**src/rtl/pio_mailbox_responder.sv**
```systemverilog
// pio_mailbox_responder: host PIO mailbox command responder; define PIO_MBOX_SEQ_EN for the response sequence counter
module pio_mailbox_responder #(
  parameter int NREGS       = 8,
  parameter int SYNC_STAGES = 2
) (
  input  logic        clk,
  input  logic        reset,
  input  logic [31:0] cmd_word,
  output logic [31:0] resp_word,
  input  logic [15:0] sw_in,
  output logic [15:0] out_a,
  output logic [15:0] out_b,
  output logic        busy
);
  typedef enum logic [1:0] {IDLE, SETTLE, EXEC, RESPOND} state_t;
  localparam int AW = $clog2(NREGS);
  localparam logic [11:0] NREGS_A = 12'(NREGS);
  state_t state_q, state_d;
  logic [SYNC_STAGES-1:0] tog_sync_q, tog_sync_d;
  logic [SYNC_STAGES-1:0][15:0] sw_sync_q, sw_sync_d;
  logic [31:0] snap_q, snap_d, cmd_q, cmd_d, resp_q, resp_d;
  logic [NREGS-1:0][15:0] regs_q, regs_d;
  logic [15:0] result_q, result_d, result_n, cur, upd, data, sw_s;
  logic [1:0] status_q, status_d, status_n;
  logic last_tog_q, last_tog_d, tog_s, addr_ok, reg_op, wr;
  logic [2:0] op;
  logic [11:0] addr;
  logic [AW-1:0] idx;
  logic [7:0] seq_d;
  assign tog_sync_d = {tog_sync_q[SYNC_STAGES-2:0], cmd_word[31]};
  assign sw_sync_d = {sw_sync_q[SYNC_STAGES-2:0], sw_in};
  assign tog_s = tog_sync_q[SYNC_STAGES-1];
  assign sw_s = sw_sync_q[SYNC_STAGES-1];
  assign op = cmd_q[30:28];
  assign addr = cmd_q[27:16];
  assign data = cmd_q[15:0];
  assign idx = addr[AW-1:0];
  assign addr_ok = addr < NREGS_A;
  assign cur = regs_q[idx];
  assign reg_op = op >= 3'd1 && op <= 3'd5;
  assign wr = reg_op && op != 3'd2 && addr_ok;
  assign upd = op == 3'd1 ? data : op == 3'd3 ? (cur | data) : op == 3'd4 ? (cur & ~data) : cur + data;
  assign status_n = op == 3'd7 ? 2'b01 : (reg_op && !addr_ok) ? 2'b10 : 2'b00;
  assign result_n = status_n != 2'b00 ? 16'h0 : op == 3'd6 ? sw_s : op == 3'd2 ? cur : op == 3'd0 ? 16'h0 : upd;
`ifdef PIO_MBOX_SEQ_EN
  logic [7:0] seq_q;
  assign seq_d = state_q == RESPOND ? seq_q + 8'd1 : seq_q;
  always_ff @(posedge clk)
    seq_q <= reset ? 8'd0 : seq_d;
`else
  assign seq_d = 8'd0;
`endif
  always_comb begin
    state_d = state_q;
    snap_d = snap_q;
    cmd_d = cmd_q;
    last_tog_d = last_tog_q;
    regs_d = regs_q;
    status_d = status_q;
    result_d = result_q;
    resp_d = resp_q;
    case (state_q)
      IDLE: begin
        snap_d = tog_s != last_tog_q ? cmd_word : snap_q;
        state_d = tog_s != last_tog_q ? SETTLE : IDLE;
      end
      SETTLE: begin
        snap_d = cmd_word;
        if (cmd_word == snap_q) begin
          cmd_d = snap_q;
          state_d = snap_q[31] == last_tog_q ? IDLE : EXEC;
        end
      end
      EXEC: begin
        status_d = status_n;
        result_d = result_n;
        if (wr) regs_d[idx] = upd;
        state_d = RESPOND;
      end
      default: begin
        resp_d = {cmd_q[31], status_q, 5'b0, seq_d, result_q};
        last_tog_d = cmd_q[31];
        state_d = IDLE;
      end
    endcase
  end
  always_ff @(posedge clk) begin
    if (reset) begin
      state_q <= IDLE;
      tog_sync_q <= '0;
      sw_sync_q <= '0;
      snap_q <= '0;
      cmd_q <= '0;
      resp_q <= '0;
      regs_q <= '0;
      status_q <= '0;
      result_q <= '0;
      last_tog_q <= 1'b0;
    end else begin
      state_q <= state_d;
      tog_sync_q <= tog_sync_d;
      sw_sync_q <= sw_sync_d;
      snap_q <= snap_d;
      cmd_q <= cmd_d;
      resp_q <= resp_d;
      regs_q <= regs_d;
      status_q <= status_d;
      result_q <= result_d;
      last_tog_q <= last_tog_d;
    end
  end
  assign resp_word = resp_q;
  assign out_a = regs_q[0];
  assign out_b = regs_q[1];
  assign busy = state_q != IDLE;
endmodule
```
**config.mk**
```make
export PLATFORM = sky130hd
export DESIGN_NAME = pio_mailbox_responder
export DESIGN_NICKNAME = d
export VERILOG_FILES = /design/src/rtl/pio_mailbox_responder.sv
export SDC_FILE = /design/constraint.sdc
export NUM_CORES = 1
export LEC_CHECK = 0
export CAP_MARGIN = 0
export CORE_MARGIN = 1.5
export CORE_UTILIZATION = 25
export DETAILED_ROUTE_END_ITERATION = 8
export SETUP_SLACK_MARGIN = 0.05
export SYNTH_ARGS = -nofsm -noshare
export SYNTH_HDL_FRONTEND = slang
export SYNTH_SLANG_ARGS = --single-unit
export TNS_END_PERCENT = 50
```
**constraint.sdc**
```tcl
create_clock -name clk -period 4.11 [get_ports clk]
set_clock_uncertainty 0.2 [all_clocks]
set_input_delay 0.6165 -clock clk [delete_from_list [all_inputs] [get_ports clk]]
set_output_delay 0.6165 -clock clk [all_outputs]
set_load 0.01 [all_outputs]
```
## After elaboration in Yosys (flattened, before gate mapping)

Cells that the tools add are included.

- Register bits: 266
- Latch bits: 0
- Bits in writable memories: 0
- Bits in read-only memories: 0
- Bits of input ports: 50
- Output and inout port bits: 65
- Logic and storage cells: 76
- Memories kept: 0

- $add $sub $neg: 1
- $mul: 0
- Divide/modulo/power cells: 0
- $lt $le $gt $ge: 5
- Equal/unequal tests: 14
- Shifts and indexed selects: 0
- Multiplexer cells: 20
- Bitwise operators: 3
- Reductions and logical operators: 15

Operators with widths:

| cell | number |
|---|---|
| $mux W16 | 9 |
| $bwmux W128 | 1 |
| $pmux W32 S2 | 1 |
| $bmux W16 S3 | 1 |
| $demux W16 S3 | 1 |
| $eq A32 B32 Y1 | 1 |
| $mux W32 | 1 |
| $add A16 B16 Y16 | 1 |
| $and A16 B16 Y16 | 1 |
| $not A16 Y16 | 1 |
| $or A16 B16 Y16 | 1 |
| $lt A12 B4 Y1 const B | 1 |
| $eq A3 B3 Y1 const B | 3 |
| $mux W2 | 4 |
| $eq A3 B2 Y1 const B | 2 |
| $ge A3 B1 Y1 const B | 2 |
| $pmux W2 S3 | 1 |
| $reduce_and A2 Y1 | 3 |
| $reduce_bool A2 Y1 | 3 |
| $logic_and A1 B1 Y1 | 5 |
| $lt A3 B4 Y1 const B | 1 |
| $ne A2 B2 Y1 const B | 2 |
| $eq A3 B1 Y1 const B | 1 |
| $le A3 B3 Y1 const B | 1 |
| other kinds (10) | 10 |

## Logic depth before layout (Yosys ltp)

Gate-level depths: netlist of run 1.

- Depth in word-level cells: 10
- Gate-level depth with buffers: 17
- Gate-level depth less buffers: 14

## Worst setup path before layout of run 1

OpenSTA, ideal clock, no wires.

- Kind: register to register
- Start point: reg cmd_q[18]
- End point: reg regs_q (netlist bit out_a[12])
- Setup time: 0.138 ns
- Data arrival time: 3.650 ns
- Data required time: 3.772 ns
- Path slack: 0.123 ns
- Stages on the path, launching flop included: 15
- Buffers on the path: 2
- Clock period less this slack: 3.987 ns
- Cell sequence: dfxtp_1 > clkbuf_1 > buf_2 > mux2_2 > a221oi_1 > o22ai_1 > ha_1 > fa_1 > a21o_1 > a311o_1 > a31o_2 > a21oi_2 > xnor2_1 > a221oi_4 > a211oi_1

- Longest elaborated chain between the ends: 7
- Elaborated cells on any way between the ends: 17
- Classes of those cells: add/sub (1); order compare (3); mux (8); bitwise (2); reduce/logical (3)

RTL lines:

| item | line | source |
|---|---|---|
| start, declared | 21 | `logic [31:0] snap_q, snap_d, cmd_q, cmd_d, resp_q, resp_d;` |
| start signal, assigned | 104 | `cmd_q <= cmd_d;` |
| $bmux W16 S3 | 39 | `assign cur = regs_q[idx];` |
| $mux W16 (implied by the code) | 39 |  |
| $add A16 B16 Y16 / $and A16 B16 Y16 (equally long branches) | 42 | `assign upd = op == 3'd1 ? data : op == 3'd3 ? (cur \| data) : op == 3'd4 ? (cur & ~data) : cur + data;` |
| $mux W16 (3 in a row) | 42 |  |
| $bwmux W128 | 77 | `if (wr) regs_d[idx] = upd;` |
| end signal, assigned | 106 | `regs_q <= regs_d;` |
| end, declared | 22 | `logic [NREGS-1:0][15:0] regs_q, regs_d;` |

Several ways; a longest one is shown, not always the timed one. The select of a mux whose other input is x is not followed.
A chain may end at the register's enable or synchronous reset.

## Worst setup path after layout of run 1

- Start point: reg cmd_q[17]
- End point: reg regs_q[60] (netlist bit)

Same word-level chain as after synthesis.

==> results of run 1 <==
[final cells by class]
| cell class | instances | area share (%) |
|---|---|---|
| clock buffers | 33 | 4.66 |
| clock inverters | 19 | 1.41 |
| repair buffers | 186 | 10.9 |
| multi-input cells | 1085 | 43.8 |
| inverters | 40 | 0.933 |
| well taps | 680 | 5.29 |
| flip-flops and latches | 265 | 33.0 |
[logic make-up after synthesis]
| family | count (synthesis) | share of synthesized area (%) |
|---|---|---|
| and+or+nand+nor | 524 | 19.3 |
| AOI/OAI and AO/OA | 365 | 17.3 |
| DFF | 265 | 40.3 |
| buffers and inverters | 180 | 6.82 |
| muxes | 90 | 8.56 |
| adders and majority gates | 48 | 4.62 |
| xor gates and xnor gates | 45 | 3.00 |
| other | 1 | 0.0285 |
[flip-flops by register name, indices dropped and copies added, names as in the netlist]
register and cells:
out_b 16, last_tog_q 1, regs_q 96, cmd_q 32, snap_q 32, sw_s 16
result_q 16, out_a 16, tog_sync_q 2, resp_word 18, status_q 2, sw_sync_d 16
state_q 2
[synth_stat cells, drive strengths merged (5+ instances only)]
| library cell | instances | area share [%] |
|---|---|---|
| nand3b | 18 | 1.0 |
| nand2b | 33 | 1.6 |
| dfxtp | 265 | 40 |
| nor2b | 42 | 2.0 |
| nand2 | 212 | 6.1 |
| mux2 | 10 | 0.86 |
| nand3 | 14 | 0.57 |
| o22ai | 32 | 1.5 |
| nand4 | 16 | 0.87 |
| nor2 | 142 | 4.1 |
| xnor2 | 36 | 2.4 |
| inv | 39 | 1.1 |
| a21o | 10 | 0.57 |
| o211ai | 5 | 0.29 |
| a31oi | 6 | 0.29 |
| nor4 | 10 | 1.0 |
| and3 | 7 | 0.33 |
| clkbuf | 57 | 1.6 |
| o21ai | 76 | 2.9 |
| or3 | 5 | 0.24 |
| buf | 83 | 4.1 |
| a221oi | 10 | 0.80 |
| nor3b | 5 | 0.32 |
| nor3 | 13 | 0.87 |
| mux2i | 63 | 4.8 |
| mux4 | 17 | 2.9 |
| or2 | 6 | 0.29 |
| a211oi | 65 | 3.7 |
| a21oi | 122 | 4.8 |
| ha | 47 | 4.5 |
| a22oi | 5 | 0.29 |
| xor2 | 9 | 0.60 |
[repair_timing]
item,4_1_cts,5_1_grt
hold endpoints to repair,0,0
resized for setup,1,11
cloned,0,1
setup buffers,0,2
setup endpoints to repair,9,41
pin swaps,0,3
[routing by layer]
layer	GRT usage, %	part of all wire [%]	up-vias
met5	0	0	-
met3	2.24	6.3	73
met4	5.74	3.5	0
met1	20.5	45	5341
met2	23.9	45	355
li1	-	-	5399
[stage by stage]
step,hold WS [ns],instances
finish,0.234,2308
CTS,0.240,2305
global placement,0.223,2253
detailed placement,0.225,2253
floorplan,0.214,1530
global route,0.257,2308
[path summary, 6_finish.rpt]
path	start	end	slack, ns
worst max register to register	cmd_q[17]	regs_q[60]	0.17
worst max-delay path	cmd_q[17]	regs_q[60]	0.17
worst min-delay path	sw_sync_d[23]	sw_s[7]	0.23
worst min register to register	sw_sync_d[23]	sw_s[7]	0.23
[power breakdown]
part | total [mW] | leakage, nW | switching (mW) | internal (mW)
Sequential | 2.63 | 2.15 | 0.0284 | 2.60
Combinational | 0.207 | 2.91 | 0.109 | 0.0980
Clock | 2.65 | 0.475 | 1.09 | 1.57
Total | 5.49 | 5.53 | 1.23 | 4.26
==> reports/summary.md, run 1 <==
Measured against its own limit, the worst slew margin works out to 22.9%. On the critical path, the stage with the largest delay is an instance of mux4_2. For the finished layout, the period the worst path requires is 3.94 ns.

The area of all placed cells without fillers is 16100 um^2. After technology mapping, the gate count stands at 1518. TritonCTS built the clock tree. For this block, the routed nets add up to 41800 um of wire. The tools report the hold violation total from the final report as 0. Setup repair after global routing left no endpoint under its margin. In this run the worst path has a maximum fanout of 9. The worst setup path is captured at a flop. The clock reaches the later pin of the worst-skew pair after 0.56 ns.

The first-pass GRT wire length was 63400 um. The worst min-delay path class is flop to flop. The final number of max-transition violations is 0. In the final routed layout, each cell accounts on average for 18.1 um. Buffer and inverter count on the worst path: 3.

The count of pins on the block boundary is 115, and the area occupied by registers is 5310 um^2. The async set or reset register ratio after synthesis came out at 0%. The dominant register cell in the synthesized netlist was dfxtp_1. The routed layout has 11168 vias. 0 antenna diodes ended up in the layout. The post-layout total power is 5.49 mW, and the effective utilization at floorplan is 25.4%. The number of cells on the critical path works out to 13. The height of the die is 232 um.

In this run, synthesis inferred 0 flip-flops with an integrated enable. Across the run, the number of max-cap violations was 0. Horizontal die dimension: 232 um.

The detailed router finished its first iteration with 994 violations. Dividing total power by cell area gives a power density of 341 nW/um^2. The flow ran to the end, and the final reports show no timing, DRC or antenna violations. After global routing the overflow that remains totals 0. The final layout net count was 1704; the core box area was 51700 um^2.

The final setup violation count came out at 0. The number of clock buffers added by TritonCTS is 28. The final clock period utilization by the worst path was 95.9%; the slew of the pin with the lowest slew margin was 1.16 ns.

Routability-driven placement finished with a final weighted congestion of 0.900. The run gives 40.3% as the sequential element share of the synthesized area. The synthesized flop and latch total is 265. In the layout the commonest cells are dfxtp_1 (262), nand2_1 (209), nor2_1 (141), a21oi_1 (118), clkdlybuf4s50_1 (100). Port buffering added 101 buffers. The number of H-tree levels is 1. In this run the static leakage power is 5.53 nW. For this run, the share of the core covered by cells in the final layout is 31.1%. The hold buffer count at CTS came out at 0. During synthesis, Yosys emitted a total of 0 warnings.

The data arrival time of the critical path came out at 4.13 ns. STA classifies the critical path startpoint as a flop. The placed instances occupy a cell area of 15000 um^2. The tools report the detailed placer's ending HPWL as 30600 um.

After detailed routing, the number of vias per cell comes to 4.84. The setup path with the least slack is of type flop to flop. Detailed-routing iteration count for the pre-antenna-repair pass: 5. Entering global routing, the biggest net connects 201 pins. In the final timing run, aggregate negative setup slack is 0 ns.

Across every metal layer, demand over resource in global routing totals 15.1%. Counting along the longest clock path gives a buffer depth of 3. The run gives 254 MHz as the maximum operating frequency.

In this run the remaining antenna-violating nets after routing total 0. The least setup slack across all paths after layout is 0.168 ns, and the required time reported for the critical path endpoint is 4.30 ns. The clock drives 265 sinks.

The delay of the slowest critical-path stage is 0.56 ns, and the number of fill cells in the layout is 5418. The synthesized netlist occupies a cell area of 13200 um^2. The run gives 0 as the post-route DRC violation count.

The run gives 54000 um^2 as the overall die area. Leaving out fill and tap cells, the most frequent cell in the layout is dfxtp_1. The initial antenna violation count was 0; the clock-pin slew reported for the worst setup and hold paths after clock tree synthesis was 0.07 ns. Total area of multi-input combinational cells: 7050 um^2. Walking the worst path, the cells encountered are mux4_2 -> mux2i_1 -> buf_4 -> inv_1 -> fa_1 -> a21o_1 -> a311o_1 -> a31o_2 -> a21oi_2 -> xnor2_2 -> a221oi_4 -> buf_12 -> a211oi_1. Cells with a size suffix above 1 make up 12.7% of the layout.

Counting distinct cell types in the post-synthesis netlist gives 69. Number of cells traversed by the worst hold path: 1. The tools report the clock tree root driver cell as clkbuf_16. The number of cells on the worst reg-to-reg path is 13.

Relative to the synthesized area, the layout overhead comes to 22.3%. On the critical path the largest part of the delay comes from compound AO/OA/AOI/OAI gates. The floorplan has 83 rows.

The logs give 0.288 mV for the worst vdd rail ir drop and 10738 for the number of global-route vias before repair. The worst slack after detailed placement was -0.0329 ns; the synthesized area per cell was 8.67 um^2.
(Power assumes the default switching activity.)
==> inputs of run 2 (changes only) <==
- CAP_MARGIN: 0 -> 20
==> results of run 2 <==
The final DEF is identical to that of run 1; final timing and power are the same.
